## config.mk

```make
export PLATFORM = sky130hd
export DESIGN_NAME = uart_pkt_tx_arbiter
export DESIGN_NICKNAME = d
export VERILOG_FILES = /design/src/rtl/uart_pkt_tx_arbiter.sv
export SDC_FILE = /design/constraint.sdc
export NUM_CORES = 1
export LEC_CHECK = 0
export CAP_MARGIN = 15
export CELL_PAD_IN_SITES_DETAIL_PLACEMENT = 1
export CELL_PAD_IN_SITES_GLOBAL_PLACEMENT = 1
export CORE_MARGIN = 10
export CORE_UTILIZATION = 29
export DETAILED_ROUTE_END_ITERATION = 7
export HOLD_SLACK_MARGIN = 0.05
export PLACE_DENSITY = 0.89
export SETUP_SLACK_MARGIN = 0.5
export SLEW_MARGIN = 20
export SYNTH_ARGS = -nofsm -noshare
export SYNTH_HDL_FRONTEND = slang
export SYNTH_SLANG_ARGS = --single-unit
```

## constraint.sdc

```tcl
create_clock -name CLK -period 4.1 [get_ports CLK]
set_input_delay 0.82 -clock CLK [delete_from_list [all_inputs] [get_ports CLK]]
set_output_delay 0.82 -clock CLK [all_outputs]
set_load 0.05 [all_outputs]
```

## src/rtl/uart_pkt_tx_arbiter.sv

```systemverilog
// Round-robin arbiter that frames one requester's packet at a time onto a shared uart_tx.
// Optional checksum byte (XOR of CMD, LEN and payload) enabled by defining PKT_CHECKSUM_EN.
module uart_pkt_tx_arbiter #(
  parameter int          NREQ       = 4,
  parameter int          DATA_BYTES = 4,
  parameter logic [7:0]  START_BYTE = 8'hFF
) (
  input  logic                         CLK,
  input  logic                         RST_N,
  input  logic [NREQ-1:0]              REQ,
  input  logic [8*NREQ-1:0]            REQ_CMD,
  input  logic [8*NREQ-1:0]            REQ_LEN,
  input  logic [8*DATA_BYTES*NREQ-1:0] REQ_DATA,
  output logic [NREQ-1:0]              ACK,
  output logic [$clog2(NREQ)-1:0]      GRANT_ID,
  output logic                         BUSY,
  output logic                         TX_START,
  output logic [7:0]                   TX_DATA,
  input  logic                         TX_BUSY
);

  localparam int GW = $clog2(NREQ);
  localparam int DW = 8 * DATA_BYTES;
`ifdef PKT_CHECKSUM_EN
  localparam int EXTRA = 1;
`else
  localparam int EXTRA = 0;
`endif
  localparam int IW = $clog2(DATA_BYTES + 5);

  typedef enum logic [1:0] {
    S_IDLE,
    S_START,
    S_WAIT_HI,
    S_WAIT_LO
  } state_t;

  state_t          r_state;
  logic [NREQ-1:0] r_ack;
  logic [GW-1:0]   r_grant;
  logic [GW-1:0]   r_rr;
  logic            r_busy;
  logic            r_tx_start;
  logic [7:0]      r_tx_data;
  logic [7:0]      r_cmd;
  logic [7:0]      r_len;
  logic [DW-1:0]   r_data;
  logic [IW-1:0]   r_idx;

  logic [2*NREQ-1:0] w_req2;
  logic              w_any;
  logic [GW:0]       w_sum;
  logic [GW-1:0]     w_win;
  logic [GW-1:0]     w_next_rr;
  logic [NREQ-1:0]   w_onehot;
  logic [7:0]        w_cmd;
  logic [7:0]        w_len_raw;
  logic [7:0]        w_len_clamp;
  logic [DW-1:0]     w_data;
  logic [7:0]        w_byte;
  logic [7:0]        w_csum;
  logic [IW-1:0]     w_last;

  // Rotate the doubled request vector so bit 0 is the rr pointer; first set bit wins.
  always_comb begin
    w_req2 = {REQ, REQ} >> r_rr;
    w_any  = 1'b0;
    w_sum  = '0;
    w_win  = '0;
    for (int unsigned k = 0; k < NREQ; k++) begin
      if (!w_any && w_req2[k]) begin
        w_any = 1'b1;
        w_sum = {1'b0, r_rr} + (GW+1)'(k);
        if (w_sum >= (GW+1)'(NREQ)) begin
          w_sum = w_sum - (GW+1)'(NREQ);
        end
        w_win = w_sum[GW-1:0];
      end
    end
  end

  always_comb begin
    w_next_rr = (w_win == GW'(NREQ - 1)) ? '0 : w_win + GW'(1);
    w_onehot  = NREQ'(1) << w_win;
  end

  always_comb begin
    w_cmd     = '0;
    w_len_raw = '0;
    w_data    = '0;
    for (int unsigned k = 0; k < NREQ; k++) begin
      if (w_win == GW'(k)) begin
        w_cmd     = REQ_CMD[k*8 +: 8];
        w_len_raw = REQ_LEN[k*8 +: 8];
        w_data    = REQ_DATA[k*DW +: DW];
      end
    end
    w_len_clamp = (w_len_raw > 8'(DATA_BYTES)) ? 8'(DATA_BYTES) : w_len_raw;
  end

  always_comb begin
    w_csum = r_cmd ^ r_len;
    for (int unsigned k = 0; k < DATA_BYTES; k++) begin
      if (8'(k) < r_len) begin
        w_csum = w_csum ^ r_data[k*8 +: 8];
      end
    end
  end

  // Byte index: 0 start, 1 cmd, 2 len, 3.. payload, then optional checksum.
  always_comb begin
    w_byte = START_BYTE;
    if (r_idx == IW'(1)) begin
      w_byte = r_cmd;
    end else if (r_idx == IW'(2)) begin
      w_byte = r_len;
    end
    for (int unsigned k = 0; k < DATA_BYTES; k++) begin
      if (r_idx == IW'(k + 3)) begin
        w_byte = r_data[k*8 +: 8];
      end
    end
`ifdef PKT_CHECKSUM_EN
    if (r_idx == IW'(r_len) + IW'(3)) begin
      w_byte = w_csum;
    end
`endif
    w_last = IW'(r_len) + IW'(2 + EXTRA);
  end

  always_ff @(posedge CLK) begin
    if (!RST_N) begin
      r_state    <= S_IDLE;
      r_ack      <= '0;
      r_grant    <= '0;
      r_rr       <= '0;
      r_busy     <= 1'b0;
      r_tx_start <= 1'b0;
      r_tx_data  <= '0;
      r_cmd      <= '0;
      r_len      <= '0;
      r_data     <= '0;
      r_idx      <= '0;
    end else begin
      r_ack <= '0;
      case (r_state)
        S_IDLE: begin
          if (w_any) begin
            r_cmd   <= w_cmd;
            r_len   <= w_len_clamp;
            r_data  <= w_data;
            r_grant <= w_win;
            r_ack   <= w_onehot;
            r_busy  <= 1'b1;
            r_rr    <= w_next_rr;
            r_idx   <= '0;
            r_state <= S_START;
          end
        end
        S_START: begin
          if (!TX_BUSY) begin
            r_tx_data  <= w_byte;
            r_tx_start <= 1'b1;
            r_state    <= S_WAIT_HI;
          end
        end
        S_WAIT_HI: begin
          if (TX_BUSY) begin
            r_tx_start <= 1'b0;
            r_state    <= S_WAIT_LO;
          end
        end
        S_WAIT_LO: begin
          if (!TX_BUSY) begin
            if (r_idx == w_last) begin
              r_busy  <= 1'b0;
              r_state <= S_IDLE;
            end else begin
              r_idx   <= r_idx + IW'(1);
              r_state <= S_START;
            end
          end
        end
        default: r_state <= S_IDLE;
      endcase
    end
  end

  assign ACK      = r_ack;
  assign GRANT_ID = r_grant;
  assign BUSY     = r_busy;
  assign TX_START = r_tx_start;
  assign TX_DATA  = r_tx_data;

endmodule

```

## Word level (Yosys, flattened, before mapping)

Index checks and enable logic that the tools add are counted.

- Word-level logic and storage cells: 114
- Flip-flop bits (word level): 72
- Output and inout bits: 16
- Input port bits: 199

- Reduce and logical (&&, ||, !) cells: 17
- Shifts and indexed selects: 2
- Add/sub/neg operators: 10
- Magnitude comparators: 5
- Bitwise logic cells: 1
- Mux-type cells: 49
- Eq/ne operators: 19

Operators by type and width:

| kind | count |
|---|---|
| 32-bit 2-to-1 mux | 4 |
| 8-bit 2-to-1 mux | 15 |
| 2-bit 2-to-1 mux | 13 |
| 4-bit by 3-bit == test with 1-bit output, second input constant | 3 |
| 4-bit 2-to-1 mux | 3 |
| 2-bit != test, second input constant | 6 |
| 4-bit AND reduction | 3 |
| 1-bit 2-to-1 mux | 10 |
| 3-bit greater-or-equal comparator, second input constant | 3 |
| 2-bit == test, second input constant | 4 |
| 4-bit by 2-bit == test with 1-bit output, second input constant | 2 |
| 8-bit by 3-bit greater-than comparator with 1-bit output, second input constant | 1 |
| 2-bit case mux with 4 select lines | 1 |
| 4-bit case mux with 2 select lines | 1 |
| 8-bit by 2-bit >> shifter with 4-bit output | 1 |
| 2-bit by 1-bit subtractor with 2-bit output, second input constant | 4 |
| 2-bit by 2-bit adder with 3-bit output, second input constant | 2 |
| 3-bit AND reduction | 2 |
| 4-bit by 1-bit adder with 4-bit output, second input constant | 1 |
| 4-bit by 2-bit adder with 4-bit output, second input constant | 1 |
| 2-bit by 1-bit == test with 1-bit output, second input constant | 2 |
| 4-bit by 1-bit == test with 1-bit output, second input constant | 1 |
| 4-bit == test | 1 |
| 2-bit zero test | 2 |
| 10 further kinds | 17 |

## Logic depth before layout (Yosys ltp)

- Word-level depth: 18
- Depth in mapped cells: 12
- Depth with buffers taken out: 10

## Worst setup path after synthesis

OpenSTA, ideal clock, no wires.

- Path kind: input to register
- Start: in REQ[2]
- End: reg r_len[2]
- Path buffers: 1
- Slack: 910 ps
- Library setup time: 119 ps
- Stages on the path: 11
- Data required time: 3981 ps
- Data arrival time: 3072 ps
- Cell sequence: mux2i_1 > nor2_1 > nor3_1 > inv_1 > ha_1 > nor2b_1 > buf_2 > a221oi_1 > o31ai_1 > or3_4 > o221a_1

- Cells in the longest elaborated chain, start to end: 18
- Elaborated cells between the ends (all ways): 26
- Those cells by class: order compare (1); eq/ne (3); shift (1); mux (13); reduce/logical (8)

RTL lines:

| element | RTL line | text |
|---|---|---|
| start: declaration | 10 | `input logic [NREQ-1:0] REQ,` |
| 8-bit by 2-bit >> shifter with 4-bit output * | 66 | `w_req2 = {REQ, REQ} >> r_rr;` |
| 1-bit 2-to-1 mux | 71 | `if (!w_any && w_req2[k]) begin` |
| 1-bit zero test | 71 |  |
| 1-bit logical AND | 71 |  |
| 1-bit 2-to-1 mux | 71 |  |
| 1-bit zero test | 71 |  |
| 1-bit logical AND | 71 |  |
| 1-bit 2-to-1 mux | 71 |  |
| 1-bit zero test | 71 |  |
| 1-bit logical AND | 71 |  |
| 2-bit 2-to-1 mux * | 71 |  |
| named net w_win[0] | 53 | `logic [GW-1:0] w_win;` |
| 2-bit zero test | 92 | `if (w_win == GW'(k)) begin` |
| 8-bit 2-to-1 mux (3 in a row) | 92 |  |
| 8-bit 2-to-1 mux * | 92 |  |
| 8-bit by 3-bit greater-than comparator with 1-bit output | 98 | `w_len_clamp = (w_len_raw > 8'(DATA_BYTES)) ? 8'(DATA_BYTES) : w_len_raw;` |
| 8-bit 2-to-1 mux * | 98 |  |
| end signal: assignment | 150 | `r_len <= w_len_clamp;` |
| end: declaration | 46 | `logic [7:0] r_len;` |

The timed path passes the listed nets; every way through them passes the cells marked *.
A chain may end at the register's enable or synchronous reset.

## Worst setup path after layout

- Start: in REQ[0]
- End: reg r_len[2]

Same word-level chain as after synthesis.

==> metrics.md <==
| Metric | Value |
|---|---|
| Outcome | `finished clean` |
| Share of post-route cells with drive strength above 1 | `around 4.5%` |
| Crit Path Class | `in2reg` |
| Fmax | `~0.30 GHz` |
| Root Driver | `clkbuf_16` |
| Post-CTS Hold Fix Bufs | `0` |
| CP Launch Type | `input pin` |
| Die Area | `22200 um2` |
| DP Wirelength | `about 16000 um` |
| Number of library cell types mapped by synthesis | `40` |
| Synth area leaders | `dfxtp_1, a21oi_1, o211a_1` |
| Later-pin clock latency in the skew report | `roughly 0.33 ns` |
| CP peak stage delay | `0.49 ns` |
| Cell type with the largest total area after synthesis | `dfxtp_1` |
| Io pins | `~220` |
| Routed len/inst | `between 20 and 25 um` |
| Slew Limit Fails | `0` |
| P per Cell Area | `~570 nW/um2` |
| Final ANT Viol Nets | `0` |
| Ys async rst share | `0%` |
| Nets | `1031` |
| Most common cell in the netlist | `a21oi_1` |
| # rows | `47` |
| TritonCTS Buffers | `9` |
| WP data arrival | `about 3.5 ns` |
| # setup viols final | `0` |
| Met2 WL post-DR | `10400 um` |
| Vias per cell | `5.35` |
| Clock-pin transition on the worst setup and hold timing paths | `~0.06 ns` |
| Peak supply drop | `0.281 mV` |
| Register area | `around 1400 um2` |
| Max FO, Critical Path | `38` |
| Tcrit/Tclk final | `slightly above 80%` |
| Unrepaired setup endpoints after global routing | `no` |
| Synth cell count leaders | `a21oi_1, dfxtp_1, o21ai_0` |
| Die Height | `approximately 150 um` |
| First-pass GRT wire length | `~32000 um` |
| Worst-Margin Slew | `0.999 ns` |
| Cell Area, Synth | `about 4800 um2` |
| Gr usage total | `about 18%` |
| Ys Warns | `0` |
| CP Cell Sequence | `clkdlybuf4s50_1 > a21oi_1 > o21a_1 > o22ai_2 > inv_1 > ha_2 > buf_4 > nor2b_1 > o32ai_1 > or3_4 > o221a_1` |
| Skew final | `around 0.0084 ns` |
| Slew margin rel. | `approximately 33%` |
| Initial Util | `29.3%` |
| Routed wire length | `20900 um` |
| TritonRoute pass-1 iters | `4` |
| Vias in the first global route | `slightly below 6000` |
| Die W | `between 100 and 150 um` |
| Leak | `2.95 nW` |
| Critical path endpoint category | `register` |
| Register bit total from synthesis | `roughly 70` |
| Initial DRC Count | `between 200 and 250` |
| Ant. Diodes | `0` |
| Gr ovfl total | `0` |
| H-tree Lvls | `3` |
| Postcts setup bufs | `0` |
| Min Tclk post-route | `roughly 3.3 ns` |
| Hold_ws | `between 0.4 and 0.5 ns` |
| Max layer used | `met4` |
| CP Data Required Time | `around 4.3 ns` |
| Worst Hold Class | `reg2reg` |
| Clock tree buffer depth | `2` |
| CTS tree | `done` |
| Ys flop type | `dfxtp_1` |
| Filler cell count | `a little under 2000` |
| Slowest cell on crit path | `clkdlybuf4s50_1` |
| Initial antenna violation count | `0` |
| DR WL met3 | `between 1000 and 1500 um` |
| # clock sinks | `just over 70` |
| # resized after CTS | `0` |
| Via Count | `around 5600` |
| Max cap viols | `0` |
| Mapped Cells | `~650` |
| Placed Cells | `1027` |
| Mean Syn Cell Area | `roughly 7.5 um2` |
| Syn_nets | `between 800 and 900` |
| Setup Total Neg Slack | `0 ns` |
| Area grow syn2layout | `54.1%` |
| Largest net degree at the start of global routing | `89` |
| Final-report hold violation count | `0` |
| Post-synth EDFFs | `0` |
| Core Box Area | `approximately 16000 um2` |
| Sequential-to-total area share from yosys stat | `29.9%` |
| Post-route DRC violation count | `0` |
| Placer congestion estimate | `about 0.9` |
| Multi-input combinational cell area | `between 3000 and 4000 um2` |
| Non-Filler Instances | `1043` |
| Routed metal-1 wirelength | `between 8000 and 9000 um` |
| Buffers on Ports | `214` |
| Share of the synthesized area in the top cell type | `29.9%` |
-- worst max-delay path: cells and delay by family --
kind | cells | cell delay, ns
AO/OA/AOI/OAI | 5 | 0.75
adder cells (fa/ha/maj) | 1 | 0.32
buffers and inverters | 3 | 1.04
AND/OR/NAND/NOR | 2 | 0.58
-- cells by family after synthesis --
| kind of cell | Yosys count | share of synthesized area (%) |
|---|---|---|
| mux | 12 | 2.49 |
| xor+xnor | 7 | 1.56 |
| simple gates | 188 | 21.3 |
| fa+ha+maj | 14 | 3.63 |
| compound gates | 276 | 34.8 |
| buf+inv | 76 | 6.30 |
| flops | 72 | 29.9 |
-- layout by cell type (no fill, tap or decap), drive strengths merged, types with 2 or more instances in the layout --
cell             n
a21oi          142
a221oi           9
and2             4
and3             6
buf             14
bufinv           2
clkbuf           9
clkdlybuf4s50  213
clkinv           5
dfxtp           72
ha              14
inv             11
mux2i           12
nand2           59
nand2b          13
nand3            5
nand3b          40
nand4            3
nor2            21
nor2b           19
nor3             6
nor3b            9
o211a           39
o21ai           66
o311ai           8
o31ai            4
xnor2            3
xor2             3
-- final cells by class --
cell class | instances | area share, %
Inverter | 11 | 0.556
Multi-Input combinational cell | 497 | 41.7
Timing Repair Buffer | 227 | 30.3
Tap cell | 220 | 3.70
Sequential cell | 72 | 19.4
Clock buffer | 9 | 3.03
Clock inverter | 7 | 1.30
-- worst paths after layout --
kind / cells after the start / slack [ns] / to / startpoint
worst max-delay path: 11 / 0.78 / r_len[2] / REQ[0]
worst min-delay path: 1 / 0.48 / r_len[4] / r_len[4]
worst max register to register: 10 / 1.29 / r_len[2] / r_rr[1]
worst min register to register: 1 / 0.48 / r_len[4] / r_len[4]
-- where the power goes --
group	switching (mW)	internal, mW
registers	0.152	0.916
clock network	0.300	0.533
logic	1.39	0.972
-- per-layer routing --
metal | track usage (%) | vias to the layer above
met2 | 32.9 | 185
met5 | 0 | -
met3 | 5.16 | 22
met1 | 20.1 | 2688
met4 | 4.17 | 0
li1 | - | 2680
-- registers in the layout, indices dropped and copies added (netlist names), 4 cells and up --
name and cells:
r_data 32, TX_DATA 8, ACK 4, r_idx 4
r_cmd 8, r_len 8
-- stage by stage --
step           setup slack, ns  total power [mW]  instance area, um2  utilization (%)
2_1_floorplan            0.910              2.65                4820                -
3_3_place_gp             0.470              3.34                7100             43.1
3_5_place_dp             0.393              3.43                7100             43.1
4_1_cts                  0.707              4.28                7420             45.1
5_1_grt                  0.578              4.58                7430             45.1
6_report                 0.780              4.26                7430             45.1
No activity file was read; power rests on OpenSTA's default activity.
